## src/rtl/div_clk_monitor.sv

```systemverilog
// Edge/phase monitor for a divided clock that lives in the same clk domain.
// Emits edge strobes, measures high/low phase lengths, and reports lock/error/stall status.
module div_clk_monitor #(
  parameter int MEAS_W   = 18,
  parameter int EXP_HIGH = 32768,
  parameter int EXP_LOW  = 32768,
  parameter int TOL      = 2,
  parameter int LOCK_N   = 4,
  parameter int TIMEOUT  = 65600
) (
  input  logic              clk,
  input  logic              rst_n,
  input  logic              clk_div,
  input  logic              clr,
  output logic              rise_stb,
  output logic              fall_stb,
  output logic [MEAS_W-1:0] high_len,
  output logic [MEAS_W-1:0] low_len,
  output logic              lock,
  output logic              err_stb,
  output logic              stall,
  output logic [7:0]        err_cnt
);

  localparam logic [MEAS_W-1:0] CNT_MAX    = '1;
  localparam logic [31:0]       EXP_HIGH_U = 32'(EXP_HIGH);
  localparam logic [31:0]       EXP_LOW_U  = 32'(EXP_LOW);
  localparam logic [31:0]       TOL_U      = 32'(TOL);
  localparam logic [31:0]       TIMEOUT_U  = 32'(TIMEOUT);
  localparam logic [7:0]        LOCK_U     = 8'(LOCK_N);

  typedef enum logic [1:0] {SYNC, MEAS, STALL} state_t;

  state_t              state_q, state_d;
  logic                d1_q;
  logic [MEAS_W-1:0]   cnt_q, cnt_d;
  logic [7:0]          good_cnt_q, good_cnt_d;
  logic                hi_ok_q, hi_ok_d;
  logic                rise_stb_q, fall_stb_q;
  logic [MEAS_W-1:0]   high_len_q, high_len_d;
  logic [MEAS_W-1:0]   low_len_q, low_len_d;
  logic                lock_q, lock_d;
  logic                err_stb_q, err_stb_d;
  logic                stall_q, stall_d;
  logic [7:0]          err_cnt_q, err_cnt_d;

  logic div_edge, div_rise, div_fall;
  logic hi_ok_now, lo_ok_now;

  assign div_edge = clk_div ^ d1_q;
  assign div_rise = clk_div & ~d1_q;
  assign div_fall = ~clk_div & d1_q;

  // A saturated counter never passes, whatever the tolerance window says.
  function automatic logic phase_ok(input logic [MEAS_W-1:0] len, input logic [31:0] expv);
    logic [31:0] l32;
    logic [31:0] diff;
    l32  = 32'(len);
    diff = (l32 > expv) ? (l32 - expv) : (expv - l32);
    return (len != CNT_MAX) && (diff <= TOL_U);
  endfunction

  assign hi_ok_now = phase_ok(cnt_q, EXP_HIGH_U);
  assign lo_ok_now = phase_ok(cnt_q, EXP_LOW_U);

  always_comb begin
    state_d    = state_q;
    hi_ok_d    = hi_ok_q;
    good_cnt_d = good_cnt_q;
    lock_d     = lock_q;
    stall_d    = stall_q;
    high_len_d = high_len_q;
    low_len_d  = low_len_q;
    err_stb_d  = 1'b0;
    if (div_edge)
      cnt_d = MEAS_W'(1);
    else if (cnt_q == CNT_MAX)
      cnt_d = cnt_q;
    else
      cnt_d = cnt_q + MEAS_W'(1);

    case (state_q)
      SYNC: begin
        if (div_edge) begin
          state_d = MEAS;
          hi_ok_d = 1'b0;
        end
      end
      MEAS: begin
        if (div_fall) begin
          high_len_d = cnt_q;
          hi_ok_d    = hi_ok_now;
          if (!hi_ok_now) begin
            err_stb_d  = 1'b1;
            good_cnt_d = '0;
            lock_d     = 1'b0;
          end
        end else if (div_rise) begin
          low_len_d = cnt_q;
          if (lo_ok_now && hi_ok_q) begin
            good_cnt_d = (good_cnt_q == 8'hFF) ? good_cnt_q : good_cnt_q + 8'd1;
            if (good_cnt_d >= LOCK_U)
              lock_d = 1'b1;
          end else begin
            good_cnt_d = '0;
            lock_d     = 1'b0;
            err_stb_d  = ~lo_ok_now;
          end
        end else if (32'(cnt_q) >= TIMEOUT_U) begin
          state_d    = STALL;
          stall_d    = 1'b1;
          err_stb_d  = 1'b1;
          lock_d     = 1'b0;
          good_cnt_d = '0;
          hi_ok_d    = 1'b0;
        end
      end
      STALL: begin
        // The edge that ends a stall only re-synchronises; its phase is meaningless.
        if (div_edge) begin
          stall_d = 1'b0;
          state_d = MEAS;
          hi_ok_d = 1'b0;
        end
      end
      default: state_d = SYNC;
    endcase

    err_cnt_d = (err_stb_d && err_cnt_q != 8'hFF) ? err_cnt_q + 8'd1 : err_cnt_q;
  end

  always_ff @(posedge clk or negedge rst_n) begin
    if (!rst_n) begin
      state_q    <= SYNC;
      d1_q       <= 1'b0;
      cnt_q      <= '0;
      good_cnt_q <= '0;
      hi_ok_q    <= 1'b0;
      rise_stb_q <= 1'b0;
      fall_stb_q <= 1'b0;
      high_len_q <= '0;
      low_len_q  <= '0;
      lock_q     <= 1'b0;
      err_stb_q  <= 1'b0;
      stall_q    <= 1'b0;
      err_cnt_q  <= '0;
    end else if (clr) begin
      state_q    <= SYNC;
      d1_q       <= clk_div;
      cnt_q      <= '0;
      good_cnt_q <= '0;
      hi_ok_q    <= 1'b0;
      rise_stb_q <= 1'b0;
      fall_stb_q <= 1'b0;
      high_len_q <= '0;
      low_len_q  <= '0;
      lock_q     <= 1'b0;
      err_stb_q  <= 1'b0;
      stall_q    <= 1'b0;
      err_cnt_q  <= '0;
    end else begin
      state_q    <= state_d;
      d1_q       <= clk_div;
      cnt_q      <= cnt_d;
      good_cnt_q <= good_cnt_d;
      hi_ok_q    <= hi_ok_d;
      rise_stb_q <= div_rise;
      fall_stb_q <= div_fall;
      high_len_q <= high_len_d;
      low_len_q  <= low_len_d;
      lock_q     <= lock_d;
      err_stb_q  <= err_stb_d;
      stall_q    <= stall_d;
      err_cnt_q  <= err_cnt_d;
    end
  end

  assign rise_stb = rise_stb_q;
  assign fall_stb = fall_stb_q;
  assign high_len = high_len_q;
  assign low_len  = low_len_q;
  assign lock     = lock_q;
  assign err_stb  = err_stb_q;
  assign stall    = stall_q;
  assign err_cnt  = err_cnt_q;

endmodule
```

## config.mk

```make
export PLATFORM = sky130hd
export DESIGN_NAME = div_clk_monitor
export DESIGN_NICKNAME = d
export VERILOG_FILES = /design/src/rtl/div_clk_monitor.sv
export SDC_FILE = /design/constraint.sdc
export NUM_CORES = 1
export LEC_CHECK = 0
export BUFFER_PORTS_ARGS = -buffer_cell sky130_fd_sc_hd__buf_4
export CELL_PAD_IN_SITES_DETAIL_PLACEMENT = 1
export CELL_PAD_IN_SITES_GLOBAL_PLACEMENT = 1
export CORE_MARGIN = 2
export CORE_UTILIZATION = 30
export CTS_CLUSTER_SIZE = 10
export DETAILED_ROUTE_END_ITERATION = 16
export PLACE_DENSITY_LB_ADDON = 0.1
export REMOVE_ABC_BUFFERS = 1
export SETUP_SLACK_MARGIN = 0.05
export SYNTH_ARGS = -nofsm -noshare
export SYNTH_HDL_FRONTEND = slang
export SYNTH_SLANG_ARGS = --single-unit
```

## constraint.sdc

```tcl
create_clock -name clk -period 4.8 [get_ports clk]
set_input_delay 0 -clock clk [delete_from_list [all_inputs] [get_ports clk]]
set_output_delay 0 -clock clk [all_outputs]
set_load 0.02 [all_outputs]
```

==> qor.txt <==
Total GRT Usage: 0.164
Leak: 2.31 nW
CP endpoint: err_cnt[1]$_DFFE_PN0P_
RePlAce Congestion: 0.860
synth cell count leaders: dfrtp_1 (79), nand2_1 (65), nor2_1 (45)
antenna violations before repair: 0
Worst Setup Start Kind: flop
post-synth cell types: 58
register area share after synthesis: 0.453
Core ar.: 14400 um^2
Final nets: 540
clock buffer depth: 2
Tcrit/Tclk final: 0.805
global-route wire length before repair: 20700 um
die area: 15500 um^2
Area Growth Syn to Fin: 20.2%
hold_buf cts: 2
asr flop ratio synth: 1.00
worst setup path class: flop to flop
Initial Util: 0.304
first drt pass iteration count: 4
largest cells by area after synthesis: dfrtp_1 (45%), nand2_1 (5.6%), a21oi_1 (5.0%)
Worst setup EP type: flop
FP Rows: 44
DR DRC count: 0
crit path DAT: 4.09 ns
Via-to-Cell Ratio: 5.26
Clock transition at path regs: 0.06 ns
Slew HR: 0.460
# setup viols final: 0
Setup Fix Bufs, Post-CTS: 0
pwr dens: 299 nW/um^2
I/O pin count: 53
Antenna Nets Post-Route: 0
TritonCTS clock tree: done
GR Overflow Total: 0
largest net degree at the start of global routing: 53
Post-Synthesis Cells: 482
Worst R2R Setup Slack: 0.93 ns
FF+latch count, synth: 79
total power: 0.00157 W
status: finished, final reports clean
worst path required time: 5.02 ns
fmax: 259 MHz
hold depth: 2
most common flop cell mapped by yosys: dfrtp_1
HPWL after DPL: 8620 um
Tightest Pin Transition: 0.811 ns
Synth top area share: 0.453
Critical R2R Launch: cnt_q[1]$_DFFE_PN0P_
TritonCTS Sinks: 79
number of enable flip-flop cells after synthesis: 0
# Max-Cap Violations: 0
Yosys top cell by area: dfrtp_1
Post-Syn Area: 4370 um^2
Root Driver: clkbuf_16
Die W: 125 um
cell with the most instances after synthesis: dfrtp_1
R2R depth: 11
Resized Gates After CTS: 0
IO buf count: 52
final setup TNS: 0 ns
Synth Warn #: 0
vias after detailed routing: 3756
unrepaired setup endpoints after global routing: no
syn avg cell area: 9.06 um^2
share of layout cells above drive strength 1: 0.170
clock skew: 0.00768 ns
H-tree depth: 3
n_diodes: 0
Inserted Clock Buffers: 9
maximum VDD drop: 0.143 mV
die height: 125 um
crit path from: cnt_q[1]$_DFFE_PN0P_
Hold Path Class: input pin to flop
crit-path max FO: 14
endpoints failing hold: 0
Slew Viols, Final: 0
final wirelength: 12300 um
Worst-Skew Late Latency: 0.35 ns
R2R Path End: err_cnt[1]$_DFFE_PN0P_
vias in the first global route: 3845
DR WL/cell: 17.2 um
Tmin final: 3.87 ns
first-iteration detailed-routing DRC count: 156
-- critical path, cell delays in order, from the launching register on --
cell	delay, ns
dfrtp_1	0.51
inv_1	0.15
ha_1	0.22
nor3b_4	0.33
nand3_1	0.16
or4_1	0.45
xor2_1	0.16
o31a_1	0.27
or4_4	0.60
o211ai_2	0.56
mux2i_1	0.26
nor2_1	0.06
-- where the power goes --
part / switching [W] / leakage [nW] / internal, W
Clock: 0.000286 / 0.166 / 0.000484
Combinational: 0.0000817 / 1.05 / 0.0000405
Sequential: 0.00000821 / 1.10 / 0.000671
-- cell type report --
class,count,area (um^2)
clock buffer,11,253
clock inverter,5,78.8
fill,1664,9120
inverter,22,82.6
multi-input combinational,349,2140
sequential,79,1980
tap,184,230
timing repair buffer,64,485
-- flip-flops by register name (all words and copies together), names as in the netlist --
register / count
high_len: 18
err_stb: 1
state_q: 2
fall_stb: 1
low_len: 18
stall: 1
lock: 1
d1_q: 1
err_cnt: 8
hi_ok_q: 1
good_cnt_q: 8
rise_stb: 1
cnt_q: 18
-- how the worst min path moves through the flow --
stage                     start                 endpoint  slack (ns)
after floorplan           rst_n     cnt_q[0]$_DFFE_PN0P_       -0.30
after global placement    rst_n  high_len[6]$_DFFE_PN0P_       -0.05
after detailed placement  rst_n  high_len[6]$_DFFE_PN0P_       -0.04
after CTS                   clr   state_q[0]$_DFFE_PN0P_        0.09
after global routing        clr        err_stb$_DFF_PN0_        0.11
final                       clr   err_cnt[0]$_DFFE_PN0P_        0.08
-- per-layer routing --
metal / part of all wire / wire length (um) / GRT usage
met1: 0.51 / 6220 / 0.242
met2: 0.44 / 5420 / 0.242
met3: 0.036 / 437 / 0.0258
met4: 0.017 / 203 / 0.0601
met5: 0 / 0 / 0
-- placed cells by master (no fill, tap or decap), types with 7 or more instances in the layout --
master and n:
dfrtp_1 79, nand2_1 65, buf_4 62, nor2_1 45, a21oi_1 44, inv_1 22, a22o_1 19, nand3_1 14
nand4_1 13, xor2_1 12, ha_1 11, or3_1 10, xnor2_1 10, nor3_1 10, o21ai_0 10, clkbuf_16 9
a31oi_1 7
-- cell families (layout without fill, tap and decap cells) --
group                    Yosys count  count (layout)  synth area share
AO/OA/AOI/OAI                    115             115             0.176
XOR/XNOR                          22              22            0.0441
adder cells (fa/ha/maj)           11              11            0.0315
buffers and inverters             54             102            0.0564
flip-flops                        79              79             0.453
multiplexers                       4               4           0.00917
AND/OR/NAND/NOR                  197             197             0.230
-- through the flow --
| stage | setup WS [ns] | util | instance area [um^2] | cells | hold slack, ns |
|---|---|---|---|---|---|
| final | 0.934 | 0.365 | 5250 | 714 | 0.0850 |
| after global routing | 0.673 | 0.365 | 5250 | 714 | 0.113 |
| after CTS | 0.933 | 0.365 | 5250 | 714 | 0.0879 |
| after global placement | 1.07 | 0.341 | 4900 | 696 | -0.0479 |
| after floorplan | 1.43 | - | 4200 | 450 | -0.296 |
| after detailed placement | 0.934 | 0.341 | 4900 | 696 | -0.0443 |
No activity file was read; power rests on OpenSTA's default activity.
